==> config.mk <==
export PLATFORM = sky130hd
export DESIGN_NAME = ref_force_accumulator
export DESIGN_NICKNAME = d
export VERILOG_FILES = /design/src/rtl/md_force_pkg.sv /design/src/rtl/fp32_to_fixed.sv /design/src/rtl/ref_force_accumulator.sv
export SDC_FILE = /design/constraint.sdc
export NUM_CORES = 2
export LEC_CHECK = 0
export BUFFER_PORTS_ARGS = -buffer_cell sky130_fd_sc_hd__clkbuf_2
export CORE_MARGIN = 5
export CORE_UTILIZATION = 63
export DETAILED_ROUTE_END_ITERATION = 8
export PLACE_DENSITY = 0.82
export SLEW_MARGIN = 5
export SYNTH_ARGS = -nofsm -noshare
export SYNTH_HDL_FRONTEND = slang
export SYNTH_SLANG_ARGS = --single-unit
==> constraint.sdc <==
create_clock -name clk -period 4.9 [get_ports clk]
set_input_delay 0 -clock clk [delete_from_list [all_inputs] [get_ports clk]]
set_output_delay 0 -clock clk [all_outputs]
set_load 0.02 [all_outputs]
==> src/rtl/md_force_pkg.sv <==
// Shared fixed-point force types and limits for the MD force pipeline.
package md_force_pkg;

  localparam int unsigned ACC_WIDTH_DEF = 48;
  localparam int unsigned FRAC_BITS_DEF = 24;

  typedef logic signed [ACC_WIDTH_DEF-1:0] fix_t;

  typedef struct packed {
    fix_t x;
    fix_t y;
    fix_t z;
  } force3_t;

  localparam fix_t FIX_MAX = {1'b0, {(ACC_WIDTH_DEF-1){1'b1}}};
  localparam fix_t FIX_MIN = {1'b1, {(ACC_WIDTH_DEF-2){1'b0}}, 1'b1};

endpackage

==> src/rtl/fp32_to_fixed.sv <==
// Combinational float32 -> signed fixed-point conversion with symmetric clamp.
// Truncates toward zero; Inf/NaN/out-of-range clamp, NaN always clamps positive.
module fp32_to_fixed
  import md_force_pkg::*;
#(
  parameter int unsigned ACC_WIDTH = ACC_WIDTH_DEF,
  parameter int unsigned FRAC_BITS = FRAC_BITS_DEF
) (
  input  logic        [31:0]          f_i,
  output logic signed [ACC_WIDTH-1:0] fix_c
);

  localparam int unsigned MW = 24;
  localparam logic signed [ACC_WIDTH-1:0] FMAX = {1'b0, {(ACC_WIDTH-1){1'b1}}};
  localparam logic signed [ACC_WIDTH-1:0] FMIN = {1'b1, {(ACC_WIDTH-2){1'b0}}, 1'b1};

  logic                 sign;
  logic [7:0]           expo;
  logic [MW-1:0]        sig;
  logic signed [11:0]   sh;
  logic [11:0]          lsh;
  logic [11:0]          rsh;
  logic [ACC_WIDTH-1:0] mag;
  logic                 clamp;
  logic                 nan;

  // Shift the 24-bit significand by (exp - 150 + FRAC_BITS) into the fixed-point grid.
  always_comb begin
    sign  = f_i[31];
    expo  = f_i[30:23];
    sig   = {1'b1, f_i[22:0]};
    sh    = $signed({4'b0000, expo}) - 12'sd150 + $signed(12'(FRAC_BITS));
    lsh   = sh;
    rsh   = 12'(-sh);
    mag   = '0;
    clamp = 1'b0;
    nan   = 1'b0;
    if (expo == 8'hFF) begin
      clamp = 1'b1;
      nan   = |f_i[22:0];
    end else if (expo == 8'h00) begin
      mag = '0;
    end else if (!sh[11]) begin
      if (lsh > 12'(ACC_WIDTH - MW - 1)) clamp = 1'b1;
      else                               mag   = ACC_WIDTH'(sig) << lsh;
    end else if (rsh >= 12'(MW)) begin
      mag = '0;
    end else begin
      mag = ACC_WIDTH'(sig >> rsh);
    end

    if (clamp)     fix_c = (sign && !nan) ? FMIN : FMAX;
    else if (sign) fix_c = -mag;
    else           fix_c = mag;
  end

endmodule

==> src/rtl/ref_force_accumulator.sv <==
// Per-reference-particle force accumulator: converts float32 pair forces to
// fixed point and emits one total per reference. Option: REF_ACC_SAT_EN (saturating add).
module ref_force_accumulator
  import md_force_pkg::*;
#(
  parameter int unsigned DATA_WIDTH = 32,
  parameter int unsigned ID_WIDTH   = 16,
  parameter int unsigned ACC_WIDTH  = ACC_WIDTH_DEF,
  parameter int unsigned FRAC_BITS  = FRAC_BITS_DEF,
  parameter int unsigned CNT_WIDTH  = 8
) (
  input  logic                        clk,
  input  logic                        rst,
  input  logic                        in_valid,
  input  logic        [ID_WIDTH-1:0]  in_ref_id,
  input  logic        [DATA_WIDTH-1:0] in_force_x,
  input  logic        [DATA_WIDTH-1:0] in_force_y,
  input  logic        [DATA_WIDTH-1:0] in_force_z,
  input  logic                        in_flush,
  output logic                        out_valid,
  output logic        [ID_WIDTH-1:0]  out_ref_id,
  output logic signed [ACC_WIDTH-1:0] out_force_x,
  output logic signed [ACC_WIDTH-1:0] out_force_y,
  output logic signed [ACC_WIDTH-1:0] out_force_z,
  output logic        [CNT_WIDTH-1:0] out_count,
  output logic                        out_sat,
  output logic                        out_busy
);

  logic        [DATA_WIDTH-1:0] in_f   [3];
  logic signed [ACC_WIDTH-1:0]  conv_c [3];

  assign in_f[0] = in_force_x;
  assign in_f[1] = in_force_y;
  assign in_f[2] = in_force_z;

  for (genvar g = 0; g < 3; g++) begin : g_cvt
    fp32_to_fixed #(
      .ACC_WIDTH (ACC_WIDTH),
      .FRAC_BITS (FRAC_BITS)
    ) u_cvt (
      .f_i   (in_f[g]),
      .fix_c (conv_c[g])
    );
  end

  // Stage 1: converted pair
  logic                        s1_valid_q;
  logic                        s1_flush_q;
  logic        [ID_WIDTH-1:0]  s1_id_q;
  logic signed [ACC_WIDTH-1:0] s1_val_q [3];

  always_ff @(posedge clk or negedge rst) begin
    if (!rst) begin
      s1_valid_q <= 1'b0;
      s1_flush_q <= 1'b0;
      s1_id_q    <= '0;
      for (int i = 0; i < 3; i++) s1_val_q[i] <= '0;
    end else begin
      s1_valid_q <= in_valid;
      s1_flush_q <= in_flush;
      s1_id_q    <= in_ref_id;
      for (int i = 0; i < 3; i++) s1_val_q[i] <= conv_c[i];
    end
  end

  // Stage 2: accumulator and output record
  logic signed [ACC_WIDTH-1:0] acc_q [3], acc_d [3];
  logic signed [ACC_WIDTH-1:0] sum_c [3];
  logic        [ID_WIDTH-1:0]  cur_id_q, cur_id_d;
  logic        [CNT_WIDTH-1:0] cnt_q, cnt_d, cnt_inc_c;
  logic                        pend_q, pend_d;
  logic                        nonempty_q, nonempty_d;
  logic                        out_valid_q, out_valid_d;
  logic        [ID_WIDTH-1:0]  out_id_q, out_id_d;
  logic signed [ACC_WIDTH-1:0] out_f_q [3], out_f_d [3];
  logic        [CNT_WIDTH-1:0] out_cnt_q, out_cnt_d;
  logic                        flush_eff_c;
  logic                        same_c;

`ifdef REF_ACC_SAT_EN
  localparam logic signed [ACC_WIDTH:0] EXT_MAX = {2'b00, {(ACC_WIDTH-1){1'b1}}};
  localparam logic signed [ACC_WIDTH:0] EXT_MIN = {2'b11, {(ACC_WIDTH-2){1'b0}}, 1'b1};

  logic signed [ACC_WIDTH:0] ext_c [3];
  logic                      sum_sat_c;
  logic                      sat_q, sat_d;

  // Saturating add: widen by one bit, compare against the symmetric limits.
  always_comb begin
    sum_sat_c = 1'b0;
    for (int i = 0; i < 3; i++) begin
      ext_c[i] = {acc_q[i][ACC_WIDTH-1], acc_q[i]} + {s1_val_q[i][ACC_WIDTH-1], s1_val_q[i]};
      if (ext_c[i] > EXT_MAX) begin
        sum_c[i]  = EXT_MAX[ACC_WIDTH-1:0];
        sum_sat_c = 1'b1;
      end else if (ext_c[i] < EXT_MIN) begin
        sum_c[i]  = EXT_MIN[ACC_WIDTH-1:0];
        sum_sat_c = 1'b1;
      end else begin
        sum_c[i]  = ext_c[i][ACC_WIDTH-1:0];
      end
    end
    sat_d = sat_q | (sum_sat_c & s1_valid_q & same_c);
  end

  always_ff @(posedge clk or negedge rst) begin
    if (!rst) sat_q <= 1'b0;
    else      sat_q <= sat_d;
  end

  assign out_sat = sat_q;
`else
  always_comb begin
    for (int i = 0; i < 3; i++) sum_c[i] = acc_q[i] + s1_val_q[i];
  end

  assign out_sat = 1'b0;
`endif

  assign flush_eff_c = s1_flush_q | pend_q;
  assign same_c      = !nonempty_q || (s1_id_q == cur_id_q);
  assign cnt_inc_c   = (&cnt_q) ? cnt_q : cnt_q + CNT_WIDTH'(1);

  always_comb begin
    cur_id_d    = cur_id_q;
    cnt_d       = cnt_q;
    pend_d      = pend_q;
    nonempty_d  = nonempty_q;
    out_valid_d = 1'b0;
    out_id_d    = out_id_q;
    out_cnt_d   = out_cnt_q;
    for (int i = 0; i < 3; i++) begin
      acc_d[i]   = acc_q[i];
      out_f_d[i] = out_f_q[i];
    end

    if (s1_valid_q && same_c) begin
      cur_id_d = s1_id_q;
      if (flush_eff_c) begin
        out_valid_d = 1'b1;
        out_id_d    = s1_id_q;
        out_cnt_d   = cnt_inc_c;
        for (int i = 0; i < 3; i++) begin
          out_f_d[i] = sum_c[i];
          acc_d[i]   = '0;
        end
        cnt_d      = '0;
        nonempty_d = 1'b0;
        pend_d     = 1'b0;
      end else begin
        for (int i = 0; i < 3; i++) acc_d[i] = sum_c[i];
        cnt_d      = cnt_inc_c;
        nonempty_d = 1'b1;
      end
    end else if (s1_valid_q) begin
      // New reference while a sum is open: close the old one, start the new one.
      out_valid_d = 1'b1;
      out_id_d    = cur_id_q;
      out_cnt_d   = cnt_q;
      for (int i = 0; i < 3; i++) begin
        out_f_d[i] = acc_q[i];
        acc_d[i]   = s1_val_q[i];
      end
      cur_id_d   = s1_id_q;
      cnt_d      = CNT_WIDTH'(1);
      nonempty_d = 1'b1;
      pend_d     = flush_eff_c;
    end else if (flush_eff_c) begin
      if (nonempty_q) begin
        out_valid_d = 1'b1;
        out_id_d    = cur_id_q;
        out_cnt_d   = cnt_q;
        for (int i = 0; i < 3; i++) begin
          out_f_d[i] = acc_q[i];
          acc_d[i]   = '0;
        end
        cnt_d      = '0;
        nonempty_d = 1'b0;
      end
      pend_d = 1'b0;
    end
  end

  always_ff @(posedge clk or negedge rst) begin
    if (!rst) begin
      cur_id_q    <= '0;
      cnt_q       <= '0;
      pend_q      <= 1'b0;
      nonempty_q  <= 1'b0;
      out_valid_q <= 1'b0;
      out_id_q    <= '0;
      out_cnt_q   <= '0;
      for (int i = 0; i < 3; i++) begin
        acc_q[i]   <= '0;
        out_f_q[i] <= '0;
      end
    end else begin
      cur_id_q    <= cur_id_d;
      cnt_q       <= cnt_d;
      pend_q      <= pend_d;
      nonempty_q  <= nonempty_d;
      out_valid_q <= out_valid_d;
      out_id_q    <= out_id_d;
      out_cnt_q   <= out_cnt_d;
      for (int i = 0; i < 3; i++) begin
        acc_q[i]   <= acc_d[i];
        out_f_q[i] <= out_f_d[i];
      end
    end
  end

  assign out_valid   = out_valid_q;
  assign out_ref_id  = out_id_q;
  assign out_force_x = out_f_q[0];
  assign out_force_y = out_f_q[1];
  assign out_force_z = out_f_q[2];
  assign out_count   = out_cnt_q;
  assign out_busy    = nonempty_q;

endmodule

==> metrics.txt <==
run status finished, final reports clean; Adder-Cell Fraction of Synth Area 4.821%; RSZ-0062 raised after global routing false; syn_nets 5,639; synth top area cells dfrtp_1 28%, nand2_1 5.8%, mux4_2 5.5%, o21ai_0 5.1%, ha_1 4.7%; maxcap violations 0; post-synth top area cell dfrtp_1; mux cell area share after synthesis 11.73%; vias in the first global route 40,383; Tightest Pin Transition 1.024 ns; Leakage 21.52 nW; clock share of power 17.5%; drt pass-1 iters 8; clk buf depth 3; simple-gate share of the synthesized area 19.44%; die width 275.3 µm; Worst Setup End Kind flop; Final Power 23.23 mW; Post-CTS Hold Fix Bufs 20; Inst Count DP ~6,400; post-DR wirelength/cell 23.06 µm; Site Rows 97; count leader, synth nand2_1; clk_lat worst skew just under 0.6 ns; Worst Skew 0.03217 ns; Comb power frac 54.1%; largest family of logic cells by synthesized area compound AO/OA/AOI/OAI gates; synthesized area about 44,000 µm²; first-iteration detailed-routing DRC count 5,526; pre-CTS WS just under 0.06 ns; Final min period 4.376 ns; Sw Share 45.97%; Vias/cell 6.880; number of antenna violations at the first check in global routing 5; core area 69,910 µm²; sequential area share after synthesis 28.28%; first-pass GRT wire length 233,100 µm; DRC 0; CTS buffer count 48; DP HPWL around 110,000 µm; Hold Violations, Final 0; Synth top area share ~28%; clock sink count around 500; Reg2Reg Depth 14; Compound-Gate Fraction of Synth Area 25.60%; Slew Viols, Final 0; async set-or-reset flop fraction in the synthesized netlist 100.0%; WP data arrival 4.85 ns; layout cell share with drive strength beyond 1 15.22%; Critical Path RT 5.37 ns; Resized Gates After CTS 0; final wirelength 149,400 µm; CTS H-tree lvls 2; Tot GR Track Use roughly 38%; Die H 275.3 µm; gp weighted congestion 1.042; utilization after layout 69.62%; Synth Area in XOR/XNOR slightly below 5%; Slew headroom a little under a third; average size of a mapped cell 8.280 µm²; Root Driver clkbuf_16; period utilization 89.32%; largest net degree at the start of global routing 188; Switching Power 10.68 mW; setup repair bufs after CTS 0; register share of total power 28.3%; critical-path maximum fanout 10; Pwr Density 477.4 nW/µm²; Post-Layout Cell Count 6,481; CTS tree done; synth warn 0; TNS Setup 0 ns; starting density of the core 63.42%; peak supply drop 0.0003850 V; Max Clk Rate roughly 230 MHz; CP startpoint kind input port; synth-to-layout area growth 9.779%; Final WS setup 0.5236 ns; Synth cell types 122; grt ovf 0; Final setup viols 0; fillcell total 5,649; Pint 12.55 mW; I/O Buffers 285; cells after synthesis 5,354; Die ar. 75,770 µm²; Final ANT Viol Nets 0; EDFF count, synth 0; synth cell count leaders 687 x nand2_1, 501 x dfrtp_1, 453 x o21ai_0, 429 x nor2_1, 380 x a21oi_1; predominant post-synthesis flop cell dfrtp_1; crit path kind input port to flop; Layout Nets 5,787; Worst-path clk slew ~0.070 ns; I/O pin cnt between 200 and 300; Vias 44,589; Hold Path Class input port to async pin; synthesized flop and latch total 501
kinds of logic (layout without fill, tap and decap cells):
kind of cell | count (synthesis) | count (layout)
AOI/OAI and AO/OA | 1751 | 1751
and+or+nand+nor | 1821 | 1821
buffers and inverters | 516 | 700
DFF | 501 | 501
muxes | 356 | 356
adders and majority gates | 169 | 169
xor gates and xnor gates | 239 | 239
other | 1 | 4
metal layers:
| metal | vias up | GRT usage (%) | part of all wire (%) |
|---|---|---|---|
| met5 | - | 0 | 0.018 |
| met4 | 2 | 8.770 | 2.5 |
| met3 | 267 | 6.824 | 12 |
| met2 | 2741 | 54.94 | 42 |
| met1 | 21348 | 59.14 | 43 |
| li1 | 20231 | - | - |
layout make-up:
| cell class | count | area (µm²) | share of cell area (%) |
|---|---|---|---|
| multi-input combinational | 4337 | 29590 | 60.80 |
| clock inverter | 24 | 360.3 | 0.7404 |
| antenna | 3 | 7.507 | 0.01543 |
| sequential | 501 | 12540 | 25.76 |
| inverter | 126 | 475.5 | 0.9769 |
| clock buffer | 62 | 1356 | 2.787 |
| timing repair buffer | 488 | 3166 | 6.504 |
| tap | 940 | 1176 | 2.417 |
power by group through the flow:
stage | Sequential [mW] | Combinational (mW) | Clock [mW]
3_5_place_dp | 6.57 | 12.2 | 0
6_report | 6.59 | 12.6 | 4.07
3_3_place_gp | 6.52 | 12.0 | 0
5_1_grt | 6.68 | 13.7 | 4.25
4_1_cts | 6.52 | 12.3 | 4.08
2_1_floorplan | 6.81 | 8.31 | 0
sequential cells by signal (all words and copies together), names as in the netlist, 8 cells and up:
| signal | flops |
|---|---|
| acc_q | 144 |
| cnt_q | 8 |
| cur_id_q | 16 |
| out_count | 8 |
| out_force_x | 48 |
| out_force_y | 48 |
| out_force_z | 48 |
| out_ref_id | 16 |
| s1_id_q | 16 |
| s1_val_q | 144 |
per-stage QoR:
stage | instance area (µm²) | hold slack (ns)
after floorplan | 44340 | -0.2956
after global placement | 46730 | -0.04101
after detailed placement | 46730 | -0.04035
after CTS | 48660 | 0.01944
after global routing | 48670 | 0.06223
final | 48670 | 0.05065
worst paths after layout:
| check | end | start | slack (ns) |
|---|---|---|---|
| hold reg to reg | out_force_x[19] | out_force_x[19] | 0.48 |
| hold / removal | acc_q[74] | rst | 0.05 |
| max in group asynchronous | acc_q[129] | rst | 3.85 |
| setup / recovery | s1_val_q[136] | in_force_x[25] | 0.52 |
| min in group clk | s1_id_q[11] | in_ref_id[11] | 0.05 |
| setup reg to reg | out_force_y[46] | s1_val_q[48] | 0.58 |
critical path: stages:
cell      delay [ns]
clkbuf_2        0.20
ha_1            0.31
xnor2_4         0.16
inv_2           0.05
ha_1            0.31
xor2_2          0.21
and4_1          0.25
o21ai_0         0.25
nand2b_1        0.15
o21ai_0         0.13
o22a_2          0.31
a31oi_1         0.26
or2_2           0.20
ha_1            0.24
nand2_1         0.07
or4_1           0.74
nor4_4          0.45
buf_4           0.24
a21oi_1         0.08
a211oi_1        0.24
cell usage in the layout (no fill, tap or decap), drive strengths merged, types with 15 or more instances in the layout:
cell and instances:
nand2 687, dfrtp 501, o21ai 471, nor2 429, a21oi 383, clkbuf 344
buf 187, ha 166, mux2i 164, nand3 137, xnor2 134, nor3 128
a22oi 126, inv 126, mux4 119, a31oi 118, xor2 103, a21o 90
mux2 73, a211oi 65, and3 64, o211ai 58, o21a 55, nand2b 55
nor4 49, o31ai 47, nand4 45, or3 42, o22ai 41, nor2b 40
a222oi 35, and2 32, o21bai 27, or2 22, a22o 22, a31o 19
dlygate4sd3 19, o41ai 18, nor3b 17, o2111ai 15
Power figures use the tool's default switching activity.
